--- src/rtl/mmio_device_bridge.sv ---
// mmio_device_bridge: credit-limited pipelined MMIO bridge.
// s0 accept -> s1 device request -> in-order response FIFO.
module mmio_device_bridge #(
  parameter int ADDR_W = 32,
  parameter int DATA_W = 32,
  parameter int DEPTH  = 4
) (
  input  logic                clk,
  input  logic                reset,
  output logic                in_req_ready,
  input  logic                in_req_valid,
  input  logic [ADDR_W-1:0]   in_req_bits_addr,
  input  logic [DATA_W-1:0]   in_req_bits_data,
  input  logic [1:0]          in_req_bits_len,
  input  logic                in_req_bits_fcn,
  input  logic [DATA_W/8-1:0] in_req_bits_wstrb,
  input  logic                in_req_bits_is_cached,
  input  logic                in_req_bits_s1_kill,
  input  logic                in_resp_ready,
  output logic                in_resp_valid,
  output logic [DATA_W-1:0]   in_resp_bits_data,
  output logic                dev_req_valid,
  input  logic                dev_req_ready,
  output logic [ADDR_W-1:0]   dev_req_addr,
  output logic [DATA_W-1:0]   dev_req_data,
  output logic [1:0]          dev_req_len,
  output logic                dev_req_fcn,
  output logic [DATA_W/8-1:0] dev_req_wstrb,
  input  logic                dev_resp_valid,
  input  logic [DATA_W-1:0]   dev_resp_data,
  output logic                err_unexpected_resp
);
  localparam int SW = DATA_W / 8;
  localparam int PW = $clog2(DEPTH);
  localparam int CW = $clog2(DEPTH + 1);
  localparam int TW = CW + 2;

  logic              live;
  logic              s0_valid;
  logic              s0_fresh;
  logic              s1_valid;
  logic [ADDR_W-1:0] s0_addr;
  logic [DATA_W-1:0] s0_data;
  logic [1:0]        s0_len;
  logic              s0_fcn;
  logic [SW-1:0]     s0_wstrb;
  logic [ADDR_W-1:0] s1_addr;
  logic [DATA_W-1:0] s1_data;
  logic [1:0]        s1_len;
  logic              s1_fcn;
  logic [SW-1:0]     s1_wstrb;
  logic [CW-1:0]     inflight;
  logic [CW-1:0]     count;
  logic [PW-1:0]     wptr;
  logic [PW-1:0]     rptr;
  logic [DATA_W-1:0] mem [DEPTH];

  logic          s1_free;
  logic          accept;
  logic          kill;
  logic          move;
  logic          issue;
  logic          push;
  logic          pop;
  logic          full;
  logic [TW-1:0] total;
  logic          unused_cached;

  assign unused_cached = in_req_bits_is_cached;

  // Every request holds one credit from accept until its response pops.
  assign total = TW'(s0_valid) + TW'(s1_valid)
               + TW'(inflight) + TW'(count);

  assign s1_free  = !s1_valid || dev_req_ready;
  assign in_req_ready = live && (!s0_valid || s1_free)
                      && (total < TW'(DEPTH));
  assign accept   = in_req_valid && in_req_ready;
  assign kill     = s0_valid && s0_fresh && in_req_bits_s1_kill;
  assign move     = s0_valid && !kill && s1_free;
  assign issue    = s1_valid && dev_req_ready;
  assign push     = dev_resp_valid && (inflight != '0);
  assign pop      = in_resp_valid && in_resp_ready;
  assign full     = (count == CW'(DEPTH));

  assign dev_req_valid = s1_valid;
  assign dev_req_addr  = s1_addr;
  assign dev_req_data  = s1_data;
  assign dev_req_len   = s1_len;
  assign dev_req_fcn   = s1_fcn;
  assign dev_req_wstrb = s1_wstrb;

  assign in_resp_valid     = (count != '0);
  assign in_resp_bits_data = mem[rptr];

  always_ff @(posedge clk or negedge reset) begin
    if (!reset) begin
      live     <= 1'b0;
      s0_valid <= 1'b0;
      s0_fresh <= 1'b0;
      s1_valid <= 1'b0;
    end else begin
      live     <= 1'b1;
      s0_fresh <= accept;
      if (accept)
        s0_valid <= 1'b1;
      else if (move || kill)
        s0_valid <= 1'b0;
      if (move)
        s1_valid <= 1'b1;
      else if (issue)
        s1_valid <= 1'b0;
    end
  end

  always_ff @(posedge clk) begin
    if (accept) begin
      s0_addr  <= in_req_bits_addr;
      s0_data  <= in_req_bits_data;
      s0_len   <= in_req_bits_len;
      s0_fcn   <= in_req_bits_fcn;
      s0_wstrb <= in_req_bits_wstrb;
    end
    if (move) begin
      s1_addr  <= s0_addr;
      s1_data  <= s0_data;
      s1_len   <= s0_len;
      s1_fcn   <= s0_fcn;
      s1_wstrb <= s0_wstrb;
    end
    if (push)
      mem[wptr] <= dev_resp_data;
  end

  always_ff @(posedge clk or negedge reset) begin
    if (!reset) begin
      inflight            <= '0;
      count               <= '0;
      wptr                <= '0;
      rptr                <= '0;
      err_unexpected_resp <= 1'b0;
    end else begin
      unique case ({issue, push})
        2'b10:   inflight <= inflight + CW'(1);
        2'b01:   inflight <= inflight - CW'(1);
        default: inflight <= inflight;
      endcase
      unique case ({push, pop})
        2'b10:   count <= count + CW'(1);
        2'b01:   count <= count - CW'(1);
        default: count <= count;
      endcase
      if (push)
        wptr <= wptr + PW'(1);
      if (pop)
        rptr <= rptr + PW'(1);
      if (dev_resp_valid && (inflight == '0))
        err_unexpected_resp <= 1'b1;
    end
  end

  assert property (@(posedge clk) disable iff (!reset)
    !(push && full && !pop));

endmodule

--- config.mk ---
export PLATFORM = sky130hd
export DESIGN_NAME = mmio_device_bridge
export DESIGN_NICKNAME = d
export VERILOG_FILES = /design/src/rtl/mmio_device_bridge.sv
export SDC_FILE = /design/constraint.sdc
export NUM_CORES = 1
export LEC_CHECK = 0
export ABC_AREA = 1
export CAP_MARGIN = 20
export CORE_MARGIN = 1
export CORE_UTILIZATION = 56
export DETAILED_ROUTE_END_ITERATION = 10
export DONT_BUFFER_PORTS = 1
export HOLD_SLACK_MARGIN = 0.15
export PLACE_DENSITY = 0.71
export SLEW_MARGIN = 10
export SYNTH_ARGS = -nofsm -noshare
export SYNTH_HDL_FRONTEND = slang
export SYNTH_SLANG_ARGS = --single-unit
--- constraint.sdc ---
create_clock -name clk -period 5.6 [get_ports clk]
set_input_delay 0.56 -clock clk [delete_from_list [all_inputs] [get_ports clk]]
set_output_delay 0.56 -clock clk [all_outputs]
set_load 0.01 [all_outputs]
Word level (Yosys, flattened, before mapping). Memories as Yosys holds them, arrays and structs flattened. Index checks and enable logic that the tools add are counted.

Add/subtract/negate cells: 9. $lt $le $gt $ge: 1. Equal/unequal tests: 4. Muxes and demuxes: 8. Reductions and logical operators: 24.

Operators with widths (count): one-hot mux 3 bit (2 select lines) (2); logical AND 1 bit (11); nonzero test 2 bit (4); adder 3 x 1 -> 3 bit (second input constant) (2); 2-to-1 mux 1 bit (6); nonzero test 3 bit (2); subtractor 3 x 1 -> 3 bit (second input constant) (2); adder 4 x 3 -> 5 bit (1); < comparator 5 x 3 -> 1 bit (second input constant) (1); adder 2 x 1 -> 2 bit (second input constant) (2); adder 2 x 3 -> 4 bit (1); equality test 2 x 1 -> 1 bit (second input constant) (2); equality test 2 bit (second input constant) (2); logical NOT 1 bit (3); logical NOT 3 bit (1); logical OR 1 bit (3); adder 1 x 1 -> 2 bit (1).

Flip-flop bits (word level): 157. Memory bits (writable): 128. Bits of input ports: 111. Memories: 1.

Memories: mem (depth 4, bits a word 32, read ports 1, clocked after Yosys merged registers in 0, wr ports 1, line 56) `logic [DATA_W-1:0] mem [DEPTH];`.

Logic depth before layout (Yosys ltp).
Depth after elaboration: 8. Mapped depth: 11. Mapped depth without buffers: 11.

Worst setup path before layout. OpenSTA, ideal clock, no wires.

Path type: in2reg. Start: input port in_req_bits_s1_kill. End: register s1_addr[0], in the netlist dev_req_addr[0] (enable). Library setup time: 0.524 ns. Arrival: 4.166 ns. Path slack: 0.910 ns. Stages on the path: 3. Cell sequence: inv_1 o21ai_0 a21oi_1.

Longest elaborated chain between the ends: 4.

RTL lines: from (decl) (line 18) `input logic in_req_bits_s1_kill,`; logical AND 1 bit (line 79) `assign kill = s0_valid && s0_fresh && in_req_bits_s1_kill;`; logical NOT 1 bit (line 80) `assign move = s0_valid && !kill && s1_free;`; logical AND 1 bit (2 in a row) (line 80); named net move (line 61) `logic move;`; to (signal assigned) (line 125) `s1_addr <= s0_addr;`; to (decl) (line 47) `logic [ADDR_W-1:0] s1_addr;`.

The timed path passes the listed nets, and every way through them passes these cells. A chain may end at the register's enable or synchronous reset.

Worst setup path after layout.
Start: register s1_valid, in the netlist dev_req_valid. End: register s0_data[23] (enable).

Longest elaborated chain between the ends: 6.

RTL lines: from (decl) (line 41) `logic s1_valid;`; from (signal assigned) (line 101) `s1_valid <= 1'b0;`; from (signal assigned) (line 110) `s1_valid <= 1'b1;`; from (signal assigned) (line 112) `s1_valid <= 1'b0;`; adder 1 x 1 -> 2 bit / logical NOT 1 bit (equally long branches) (line 72, 75); adder 2 x 3 -> 4 bit / logical OR 1 bit (equally long branches) (line 73, 75); adder 4 x 3 -> 5 bit / logical OR 1 bit (equally long branches) (line 73, 76); < comparator 5 x 3 -> 1 bit / logical AND 1 bit (equally long branches) (line 77, 76); logical AND 1 bit * (line 77) `&& (total < TW'(DEPTH));`; logical AND 1 bit * (line 78) `assign accept = in_req_valid && in_req_ready;`; named net accept (line 59) `logic accept;`; to (signal assigned) (line 119) `s0_data <= in_req_bits_data;`; to (decl) (line 43) `logic [DATA_W-1:0] s0_data;`.

Mark *: on every way through the listed nets, which the timed path passes. The rest lies on a longest branch.

==> flow_metrics.tcl <==
set metrics [dict create \
    cts_buffer_depth 3 \
    start_util 0.574 \
    layout.area.seq_sq_um 8480 \
    clkSlewWorstSetupHoldPaths_ns 0.06 \
    worst-path-max-fanout 72 \
    synth_top_area_frac 0.817 \
    die_area_sq_um 18300 \
    drt_iter0_markers 260 \
    grt_pass1_vias 5278 \
    endpoint_kind "register" \
    routed_via_density 5.52 \
    syn-num-nets 680 \
    via_count 5055 \
    power.total_mw 6.19 \
    max_freq_mhz 366 \
    rows 48 \
    hold_viol 0 \
    wire_per_inst_microns 21.3 \
    ir_drop_mv 0.421 \
    min_period_over_period 0.488 \
    worst_pin_slew_ns 1.05 \
    place_hpwl_mm 10.6 \
    period_needed_ns 2.73 \
    cts_htree_levels 1 \
    ys_seq_elements 285 \
    ioPinCount 218 \
    power.density_nw_per_um2 513 \
    grt_pass1_wl_mm 28.8 \
    startpoint_type "register" \
    antenna_found_initial 0 \
    route.detailed.drc 0 \
    drive_gt1_frac 0.0767 \
    cts_buffers 27 \
    tns_ns 0 \
    drt_pre_antenna_iters 4 \
    synth_area_leaders "edfxtp_1, dfrtp_1, nor2_1" \
    cts_resized 0 \
    postRouteWirelength_mm 19.5 \
    syn_area_sq_um 9930 \
    ant_nets 0 \
    path_class "reg2reg" \
    multiInputGateArea_sq_um 1240 \
    cts_tree "yes" \
    hold_buffers 104 \
    hold_class "in2reg" \
    coreArea_sq_um 17300 \
    root_buffer "clkbuf_16" \
    rsz0062_at_grt "false" \
    port_buffers 0 \
    seq_area_frac_synth 0.854 \
    yosysWarnings 0 \
    grt_overflow 0 \
    grtUsageTotal 0.214 \
    required_ns 5.73 \
    die_x_microns 135 \
    status "completed" \
    grt_max_degree 73 \
    die-height_microns 135 \
    setup_violations 0 \
    syn_inst 556 \
    ys_types 23 \
    clk_latency_ns 0.51 \
    finalClockSkew_ns 0.0175 \
    yosysTopAreaCell "edfxtp_1" \
    cts_sinks 285 \
    maxSlewHeadroom 0.299 \
    p_leak_nw 4.10 \
    worstPathArrival_ns 2.86 \
    final_net_count 799 \
    place_congestion 0.789 \
    avgSynthCellArea_sq_um 17.9 \
    antennaDiodeCount 0 \
    cts_setup_buffers 0 \
    area.growth.synth_to_final_pct 21.5 \
    final_max_slew_viol_count 0 \
    drv_cap 0 \
    final.fill_count 1064 \
]
[worst paths after layout]
check	from	endpoint	slack (ns)	cells after the start
max	dev_req_valid	s0_data[23]	2.87	8
min	dev_resp_valid	err_unexpected_resp	0.18	2
max reg2reg	dev_req_valid	s0_data[23]	2.87	8
min reg2reg	s0_addr[9]	dev_req_addr[9]	0.42	0
max in group asynchronous	reset	rptr[0]	4.60	1
min in group asynchronous	reset	live	0.52	1
[routing by layer]
metal	global-route usage	up-vias	share of wire
li1	-	2301	-
met4	0.0649	0	0.020
met5	0	-	0
met1	0.241	2490	0.36
met3	0.0860	35	0.11
met2	0.372	229	0.51
[synthesized netlist by cell type (all sizes together)]
library cell and number:
a21oi 1, buf 15, clkbuf 6, conb 1
dfrtp 15, edfxtp 270, fa 3, ha 10
inv 29, nand2 17, nand3 6, nand3b 2
nand4 1, nor2 71, o21ai 68, o21bai 2
o22ai 32, xnor2 3, xor2 4
[report_power, final]
group | total (mW) | switching, mW | internal [mW]
clock network | 1.68 | 0.706 | 0.969
logic | 1.33 | 0.952 | 0.380
registers | 3.18 | 0.246 | 2.94
[cell families after synthesis]
kind of cell             count (synthesis)  synth area share
AO/OA/AOI/OAI                          103            0.0565
other                                    1          0.000378
buffers and inverters                   50            0.0252
flip-flops                             285             0.854
XOR/XNOR                                 7           0.00618
adder cells (fa/ha/maj)                 13            0.0187
AND/OR/NAND/NOR                         97            0.0387
[layout make-up]
class / instances / share of cell area
repair buffers: 111 / 0.0950
multi-input cells: 221 / 0.103
flip-flops and latches: 285 / 0.703
inverters: 29 / 0.00903
clock buffers: 34 / 0.0582
well taps: 225 / 0.0233
clock inverters: 11 / 0.00840
[critical path, stage by stage (launching register included)]
cell     delay, ns
dfrtp_1       0.50
fa_1          0.47
ha_1          0.28
nand3_1       0.08
nand2_1       0.07
inv_1         0.06
nand3_1       0.09
inv_2         0.06
buf_4         0.67
[layout by cell type, fill, tap and decap left out, types with 2 or more instances in the layout]
cell	instances
xnor2_1	3
o21ai_0	44
xor2_1	4
ha_1	10
dlygate4sd3_1	104
clkinv_2	3
edfxtp_1	270
buf_16	2
buf_4	4
nand3_1	6
nand3b_1	2
o21bai_1	2
nor2_4	4
dfrtp_1	14
clkinv_1	5
inv_1	23
nor2_1	67
clkbuf_1	7
bufinv_16	2
inv_2	6
nand2_1	16
clkbuf_16	27
o22ai_1	32
fa_1	3
o21ai_1	24
[sequential cells by signal (all words and copies together) (netlist names), 4 cells and up]
name	flops
dev_req_data	32
s0_addr	32
dev_req_addr	32
s0_wstrb	4
s0_data	32
mem	128
dev_req_wstrb	4
[per-stage QoR]
stage | setup slack [ns] | hold slack [ns] | area (sq um) | cells | util
2_1_floorplan | 0.910 | 0.264 | 9930 | 556 | -
3_3_place_gp | 2.94 | 0.265 | 10100 | 764 | 0.586
3_5_place_dp | 2.91 | 0.265 | 10100 | 764 | 0.586
4_1_cts | 2.71 | 0.164 | 12000 | 913 | 0.693
5_1_grt | 2.71 | 0.178 | 12100 | 916 | 0.697
6_report | 2.87 | 0.183 | 12100 | 916 | 0.697
No activity file was read; power rests on OpenSTA's default activity.
